<file path="src/rtl/arp_rx_parser.sv">
// ARP receive parser: checks the Ethernet/ARP header of each received frame
// and hands the sender IP/MAC pair of every valid frame addressed to this node
// to the ARP cache.
//
// Ports:
//   clk, rst_n               clock, asynchronous active-low reset
//   rx_sof/rx_valid/rx_data  MAC receive byte stream (sof qualified by valid)
//   rx_eof/rx_err            end of frame, MAC error flag sampled with eof
//   arp_found                one-cycle pulse, valid ARP frame accepted
//   arp_rec_source_ip_addr   SPA of the last accepted frame
//   arp_rec_source_mac_addr  SHA of the last accepted frame
//   arp_req_rcvd/rep_rcvd    opcode pulses, coincident with arp_found
module arp_rx_parser #(
    parameter logic [47:0] LOCAL_MAC = 48'h00_0a_35_01_fe_c0,
    parameter logic [31:0] LOCAL_IP  = 32'hc0_a8_01_0b
) (
    input  logic        clk,
    input  logic        rst_n,
    input  logic        rx_sof,
    input  logic        rx_valid,
    input  logic [7:0]  rx_data,
    input  logic        rx_eof,
    input  logic        rx_err,
    output logic        arp_found,
    output logic [31:0] arp_rec_source_ip_addr,
    output logic [47:0] arp_rec_source_mac_addr,
    output logic        arp_req_rcvd,
    output logic        arp_rep_rcvd
);
    localparam int unsigned CNT_W   = 6;
    localparam int unsigned CNT_MAX = 63;
    localparam int unsigned MIN_LEN = 42;

    typedef enum logic [1:0] {S_IDLE, S_RECV, S_DROP, S_CHECK} state_t;

    state_t             r_state, w_state_nxt;
    logic [CNT_W-1:0]   r_cnt;
    logic               r_da_bc, r_da_lm, r_oper_req;
    logic [47:0]        r_sha;
    logic [31:0]        r_spa;
    logic               r_found, r_req, r_rep;
    logic [31:0]        r_ip;
    logic [47:0]        r_mac;

    logic               w_start, w_eval, w_accept, w_byte_ok, w_bc_ok, w_lm_ok;
    logic [CNT_W-1:0]   w_idx, w_cnt_inc, w_len;
    logic [7:0]         w_mac_byte;

    // Byte index, per-byte header check and next-state decision
    always_comb begin
        w_start     = rx_valid & rx_sof;
        w_idx       = w_start ? '0 : r_cnt;
        w_cnt_inc   = (w_idx == CNT_W'(CNT_MAX)) ? w_idx : w_idx + CNT_W'(1);
        w_len       = rx_valid ? w_cnt_inc : w_idx;
        w_mac_byte  = 8'h00;
        w_byte_ok   = 1'b1;
        w_state_nxt = r_state;
        w_eval      = 1'b0;
        w_accept    = 1'b0;

        case (w_idx)
            6'd0:    w_mac_byte = LOCAL_MAC[47:40];
            6'd1:    w_mac_byte = LOCAL_MAC[39:32];
            6'd2:    w_mac_byte = LOCAL_MAC[31:24];
            6'd3:    w_mac_byte = LOCAL_MAC[23:16];
            6'd4:    w_mac_byte = LOCAL_MAC[15:8];
            6'd5:    w_mac_byte = LOCAL_MAC[7:0];
            default: w_mac_byte = 8'h00;
        endcase

        // DA tracks broadcast and unicast candidates in parallel
        w_bc_ok = (rx_data == 8'hff)       && ((w_idx == '0) || r_da_bc);
        w_lm_ok = (rx_data == w_mac_byte)  && ((w_idx == '0) || r_da_lm);

        case (w_idx)
            6'd0, 6'd1, 6'd2,
            6'd3, 6'd4, 6'd5: w_byte_ok = w_bc_ok | w_lm_ok;
            6'd12:   w_byte_ok = (rx_data == 8'h08);
            6'd13:   w_byte_ok = (rx_data == 8'h06);
            6'd14:   w_byte_ok = (rx_data == 8'h00);
            6'd15:   w_byte_ok = (rx_data == 8'h01);
            6'd16:   w_byte_ok = (rx_data == 8'h08);
            6'd17:   w_byte_ok = (rx_data == 8'h00);
            6'd18:   w_byte_ok = (rx_data == 8'h06);
            6'd19:   w_byte_ok = (rx_data == 8'h04);
            6'd20:   w_byte_ok = (rx_data == 8'h00);
            6'd21:   w_byte_ok = (rx_data == 8'h01) || (rx_data == 8'h02);
            6'd38:   w_byte_ok = (rx_data == LOCAL_IP[31:24]);
            6'd39:   w_byte_ok = (rx_data == LOCAL_IP[23:16]);
            6'd40:   w_byte_ok = (rx_data == LOCAL_IP[15:8]);
            6'd41:   w_byte_ok = (rx_data == LOCAL_IP[7:0]);
            default: w_byte_ok = 1'b1;
        endcase

        case (r_state)
            S_IDLE:  w_eval = w_start;
            S_RECV:  w_eval = 1'b1;
            S_DROP: begin
                w_eval = w_start;
                if (rx_eof) w_state_nxt = S_IDLE;
            end
            S_CHECK: begin
                w_eval      = w_start;
                w_state_nxt = S_IDLE;
            end
            default: w_state_nxt = S_IDLE;
        endcase

        // The current byte is checked before any eof decision is taken
        if (w_eval) begin
            if (rx_valid && !w_byte_ok) begin
                w_state_nxt = rx_eof ? S_IDLE : S_DROP;
            end else if (rx_eof) begin
                if (w_len >= CNT_W'(MIN_LEN)) begin
                    w_state_nxt = S_CHECK;
                    w_accept    = ~rx_err;
                end else begin
                    w_state_nxt = S_IDLE;
                end
            end else begin
                w_state_nxt = S_RECV;
            end
        end
    end

    // FSM state register
    always_ff @(posedge clk or negedge rst_n) begin
        if (!rst_n) r_state <= S_IDLE;
        else        r_state <= w_state_nxt;
    end

    // Byte counter and shadow capture of header fields
    always_ff @(posedge clk or negedge rst_n) begin
        if (!rst_n) begin
            r_cnt      <= '0;
            r_da_bc    <= 1'b0;
            r_da_lm    <= 1'b0;
            r_oper_req <= 1'b0;
            r_sha      <= '0;
            r_spa      <= '0;
        end else begin
            if (w_state_nxt != S_RECV)       r_cnt <= '0;
            else if (w_eval && rx_valid)     r_cnt <= w_cnt_inc;

            if (w_eval && rx_valid) begin
                if (w_idx < CNT_W'(6)) begin
                    r_da_bc <= w_bc_ok;
                    r_da_lm <= w_lm_ok;
                end
                if (w_idx == CNT_W'(21))
                    r_oper_req <= (rx_data == 8'h01);
                if (w_idx >= CNT_W'(22) && w_idx < CNT_W'(28))
                    r_sha <= {r_sha[39:0], rx_data};
                if (w_idx >= CNT_W'(28) && w_idx < CNT_W'(32))
                    r_spa <= {r_spa[23:0], rx_data};
            end
        end
    end

    // Result pulses; the address outputs change only for accepted frames
    always_ff @(posedge clk or negedge rst_n) begin
        if (!rst_n) begin
            r_found <= 1'b0;
            r_req   <= 1'b0;
            r_rep   <= 1'b0;
            r_ip    <= '0;
            r_mac   <= '1;
        end else begin
            r_found <= w_accept;
            r_req   <= w_accept &  r_oper_req;
            r_rep   <= w_accept & ~r_oper_req;
            if (w_accept) begin
                r_ip  <= r_spa;
                r_mac <= r_sha;
            end
        end
    end

    assign arp_found               = r_found;
    assign arp_req_rcvd            = r_req;
    assign arp_rep_rcvd            = r_rep;
    assign arp_rec_source_ip_addr  = r_ip;
    assign arp_rec_source_mac_addr = r_mac;

endmodule

</file>
<file path="config.mk">
export PLATFORM = sky130hd
export DESIGN_NAME = arp_rx_parser
export DESIGN_NICKNAME = d
export VERILOG_FILES = /design/src/rtl/arp_rx_parser.sv
export SDC_FILE = /design/constraint.sdc
export NUM_CORES = 1
export LEC_CHECK = 0
export ABC_AREA = 1
export ABC_CLOCK_PERIOD_IN_PS = 6450
export CORE_ASPECT_RATIO = 1.1
export CORE_MARGIN = 3
export CORE_UTILIZATION = 40
export DETAILED_ROUTE_END_ITERATION = 6
export HOLD_SLACK_MARGIN = 0.08
export MAX_ROUTING_LAYER = met4
export PLACE_DENSITY = 0.68
export SLEW_MARGIN = 20
export SYNTH_ARGS = -nofsm -noshare
export SYNTH_HDL_FRONTEND = slang
export SYNTH_SLANG_ARGS = --single-unit
</file>
<file path="constraint.sdc">
create_clock -name clk -period 6.45 [get_ports clk]
set_input_delay 1.29 -clock clk [delete_from_list [all_inputs] [get_ports clk]]
set_output_delay 1.29 -clock clk [all_outputs]
set_load 0.02 [all_outputs]
</file>
# Yosys cells after proc, flatten, opt, wreduce, memory -nomap -nowiden
# Index checks and enable logic that the tools add are counted.
[word_totals] input_bits=14 ff_bits=174 word_cells=102 out_inout_bits=83
[op_classes] n_lt_le_gt_ge=6 add_sub_neg=1 n_eq_ne=34 bitwise_logic=6 n_reduce_logical=24 muxes=19
[op_table] operator="8-bit case mux with 5 select lines" n=1
[op_table] operator="6-bit by 5-bit == test with 1-bit output, second input constant" n=6
[op_table] operator="6-bit == test, second input constant" n=5
[op_table] operator="6-bit 2-to-1 mux" n=5
[op_table] operator="6-bit by 4-bit == test with 1-bit output, second input constant" n=4
[op_table] operator="8-bit == test, second input constant" n=3
[op_table] operator="8-bit by 3-bit == test with 1-bit output, second input constant" n=2
[op_table] operator="8-bit by 4-bit == test with 1-bit output, second input constant" n=2
[op_table] operator="6-bit by 2-bit == test with 1-bit output, second input constant" n=2
[op_table] operator="6-bit by 3-bit == test with 1-bit output, second input constant" n=2
[op_table] operator="6-bit by 5-bit >= comparator with 1-bit output, second input constant" n=2
[op_table] operator="2-bit 2-to-1 mux" n=6
[op_table] operator="1-bit case mux with 10 select lines" n=1
[op_table] operator="8-bit by 1-bit == test with 1-bit output, second input constant" n=1
[op_table] operator="8-bit by 2-bit == test with 1-bit output, second input constant" n=1
[op_table] operator="8-bit == test" n=1
[op_table] operator="8-bit logical NOT" n=1
[op_table] operator="2-bit AND reduction" n=4
[op_table] operator="6-bit by 1-bit adder with 6-bit output, second input constant" n=1
[op_table] operator="6-bit by 1-bit == test with 1-bit output, second input constant" n=1
[op_table] operator="6-bit >= comparator, second input constant" n=1
[op_table] operator="1-bit logical AND" n=6
[op_table] operator="6-bit logical NOT" n=1
[op_table] operator="6-bit by 3-bit less-than comparator with 1-bit output, second input constant" n=1
[op_table] operator="18 further kinds" n=30

# Longest topological paths before layout
[depth] ltp_word=14 ltp_mapped=23 mapped_depth_nobuf=20

# Least setup slack after synthesis
# OpenSTA, ideal clock, no wires.
[synth_path] kind="in2reg" startpoint="in rx_valid" endpoint="reg r_ip[0] (netlist: arp_rec_source_ip_addr[0])" t_arrival_ns=3.521 setup_time_ns=0.117 n_path_buf=4 slack_ns=2.812 required_ns=6.333 cell_stages=23 cell_sequence="buf_6 > nand2_8 > buf_6 > inv_1 > nor2_1 > ha_1 > nand3_2 > nor2_2 > inv_2 > nor2_2 > nand2_1 > nand3_1 > nand2_1 > nand2_1 > nand2_1 > nand2_1 > nand2_1 > nor2_4 > nand3_1 > buf_6 > buf_6 > nand2_1 > nand2_1"
[synth_via] elab_chain_cells=12 elab_cells_between_ends=47 classes_between="1 x add/sub; 1 x order compare; 21 x eq/ne; 10 x mux; 2 x bitwise; 12 x reduce/logical"
[synth_lines] element="from (decl)" line_no="20" text="input logic rx_valid,"
[synth_lines] element="parallel branches: the longest is 11 deep, another holds 6-bit by 1-bit adder with 6-bit output"
[synth_lines] element="1-bit 2-to-1 mux *" line_no="110" text="if (w_eval) begin"
[synth_lines] element="to (signal assigned)" line_no="173" text="r_ip <= r_spa;"
[synth_lines] element="to (decl)" line_no="42" text="logic [31:0] r_ip;"
# Mark *: on every way between the ends.
# A chain may end at the register's enable or synchronous reset.

# Final worst setup path
[layout_path] startpoint="in rx_valid" endpoint="reg r_ip[24] (netlist: arp_rec_source_ip_addr[24])"
# Same word-level chain as after synthesis.

==> results.json <==
{
  "hold_violations": 0,
  "outcome": "complete, no violations",
  "cts_buffers": 17,
  "r2r-start": "r_cnt[1]",
  "grt-ovfl-total": 0,
  "startpoint": "rx_valid",
  "nets": 906,
  "rows": 53,
  "grt_use_total_pct": 18.2,
  "yosys.area_share.simple_pct": 24.6,
  "rsz0062_at_grt": "false",
  "clkTransAtPathRegs_ns": 0.07,
  "dp_hpwl_um": 12300,
  "ios": 97,
  "syn_avg_cell_area_um2": 9.60,
  "drv_cap": 0,
  "antenna_left": 0,
  "drcViolationCount": 0,
  "start_util_pct": 40.9,
  "synth.area.top_cells": "dfrtp_1, dfstp_2, nand2_1",
  "syn_area_um2": 7840,
  "diodes": 0,
  "wl_per_cell_um": 15.9,
  "vdd_drop_max_uv": 186,
  "post_cts_buffers": 0,
  "fill_cells": 1831,
  "crit_arrival_ns": 5.68,
  "antenna_found_initial": 0,
  "worstPathMaxFanout": 83,
  "cts_tree": "done",
  "vias_per_cell": 5.19,
  "hold_path_class": "reg -> reg",
  "clockBufferDepth": 2,
  "worst_pin_slew_ns": 0.976,
  "cts_root_buf": "clkbuf_16",
  "ys_types": 32,
  "grt_max_degree": 84,
  "setup_slack_ns": 1.07,
  "end_kind": "register",
  "synth_fa_ha_area_share_pct": 0.639,
  "fp.dieW_um": 139,
  "fin_skew_ns": 0.0124,
  "synthCells": 816,
  "io_buffers": 96,
  "syn_nets": 834,
  "synth_compound_area_share_pct": 3.83,
  "slew_headroom_pct": 34.9,
  "synthMuxAreaShare_pct": 8.33,
  "min-delay-start": "r_oper_req",
  "yosysTopAreaCell": "dfrtp_1",
  "crit_required_ns": 6.75,
  "cp_slowest_stage_delay_ns": 0.84,
  "setup-tns-final_ns": 0,
  "synth_top_family_by_area": "simple AND/OR/NAND/NOR gates",
  "wl_um": 18300,
  "vias": 5949,
  "layout_min_cycle_time_ns": 5.38,
  "yosysWarningCount": 0,
  "dpl.cell_count": 1116,
  "fin_crit_sh_pct": 83.4,
  "synth-xor-area-share_pct": 0.335,
  "grt_pass1_vias": 5873,
  "crit_top_cell": "nand2_1",
  "preCtsSetupSlack_ns": 0.703,
  "core-area_um2": 19200,
  "htreeDepth": 4,
  "synth_top_area_share_pct": 40.2,
  "crit_path_cell_trace": "clkdlybuf4s50_1 -> nand2_8 -> nand2_1 -> inv_1 -> ha_1 -> nand4_1 -> nor2_2 -> nor2_1 -> nand4_1 -> nor2_1 -> nand3_1 -> nand2_1 -> nor2_1 -> nand2_2 -> nand3_4 -> nand2_1 -> nand2_1",
  "worstSetupStartpointType": "input port",
  "synth_seq_area_share_pct": 56.3,
  "place_congestion": 0.864,
  "fmaxAchievable_mhz": 186,
  "hold_buffers": 0,
  "clock_latency_ns": 0.43,
  "finalNonFillerCells": 1147,
  "slew_viol_final": 0,
  "syn_to_final_growth_pct": 21.6,
  "p_per_area_nw_per_um2": 238,
  "cts_sinks": 174,
  "finalSetupViolations": 0,
  "die-area_um2": 21300,
  "slowest_stage": "nand3_4",
  "ys_ff_latch": 174,
  "grt_pass1_wl_um": 30700,
  "die_h_um": 153,
  "drtIter0Drc": 430,
  "cts_resized": 0,
  "power.leakage_nw": 4.60,
  "drive_above_1_share_pct": 18.1,
  "drtPass1Iterations": 7,
  "worst-setup-path-type": "in -> reg"
}
==> per-stage QoR <==
step / instance area (um2) / hold WS (ns) / utilization, % / power [mW]
5_1_grt: 9530 / 0.445 / 49.7 / 2.35
6_report: 9530 / 0.427 / 49.7 / 2.27
3_5_place_dp: 8890 / 0.417 / 46.4 / 1.22
4_1_cts: 9530 / 0.427 / 49.7 / 2.29
3_3_place_gp: 8890 / 0.411 / 46.4 / 1.22
2_1_floorplan: 7840 / 0.403 / - / 1.17
==> state kept, by name, indices dropped and copies added, names as in the netlist <==
register	cells
arp_found	1
r_da_bc	1
arp_req_rcvd	1
arp_rep_rcvd	1
r_da_lm	1
r_oper_req	1
arp_rec_source_mac_addr	48
r_cnt	6
arp_rec_source_ip_addr	32
r_state	2
r_spa	32
r_sha	48
==> worst paths after layout <==
| kind | slack (ns) | endpoint | cells past startpoint |
|---|---|---|---|
| worst max-delay path | 1.07 | arp_rec_source_ip_addr[24] | 17 |
| worst max register to register | 2.52 | arp_rec_source_ip_addr[24] | 16 |
| worst min register to register | 0.43 | arp_rep_rcvd | 1 |
| worst min-delay path | 0.43 | arp_rep_rcvd | 1 |
| min in group asynchronous | 0.83 | r_sha[42] | 1 |
| max in group asynchronous | 4.43 | arp_rec_source_ip_addr[1] | 2 |
==> final cells by class <==
type	instances	area, um2	share of cell area, %
multi-input combinational	546	2980	31.3
sequential	174	4410	46.3
clock buffer	21	514	5.40
inverter	46	173	1.81
clock inverter	10	123	1.29
tap	247	309	3.24
timing repair buffer	103	1010	10.6
==> cell families after synthesis <==
group                    count (synthesis)
AND/OR/NAND/NOR                        426
buffers and inverters                   96
XOR/XNOR                                 3
adder cells (fa/ha/maj)                  4
flip-flops                             174
AO/OA/AOI/OAI                           55
multiplexers                            58
==> where the power goes <==
group          total (mW)  internal (mW)  switching [mW]
Sequential           1.10           1.10         0.00284
Clock                1.08          0.652           0.426
Combinational      0.0945         0.0210          0.0734
==> layout by cell type (no fill, tap or decap), drive strengths merged <==
| cell type | instances |
|---|---|
| nand3b | 1 |
| nand2 | 244 |
| clkinv | 4 |
| buf | 8 |
| dfrtp | 126 |
| nand4 | 87 |
| nor2 | 51 |
| mux2 | 58 |
| clkbuf | 21 |
| o21ai | 37 |
| xor2 | 3 |
| nand3 | 36 |
| nor3b | 2 |
| o31ai | 1 |
| o21bai | 2 |
| inv | 48 |
| and3 | 1 |
| nor3 | 4 |
| ha | 4 |
| clkinvlp | 2 |
| a21oi | 11 |
| bufinv | 2 |
| clkdlybuf4s50 | 95 |
| a211oi | 1 |
| o211ai | 3 |
| dfstp | 48 |
==> layer usage <==
layer / track usage [%] / vias up / wire, um
met5: - / - / 0
li1: - / 2891 / -
met3: 3.45 / 26 / 661
met1: 25.1 / 2891 / 8810
met2: 27.2 / 141 / 8510
met4: 5.82 / 0 / 269
==> worst max-delay path: cells and delay by family <==
kind,cells,cell delay [ns]
adder cells (fa/ha/maj),1,0.31
AND/OR/NAND/NOR,14,3.07
buffers and inverters,2,0.90
==> synth_stat cells (all sizes together) <==
cell type,instances
mux2,58
nor2,51
nand4,87
a21oi,11
o21bai,2
a211oi,1
nor3b,2
o21ai,37
o211ai,3
dfrtp,126
xor2,3
dfstp,48
o31ai,1
nor3,4
buf,38
ha,4
nand3b,1
inv,46
clkbuf,12
nand2,244
and3,1
nand3,36
Note: power is estimated with default switching activity, not from simulation.
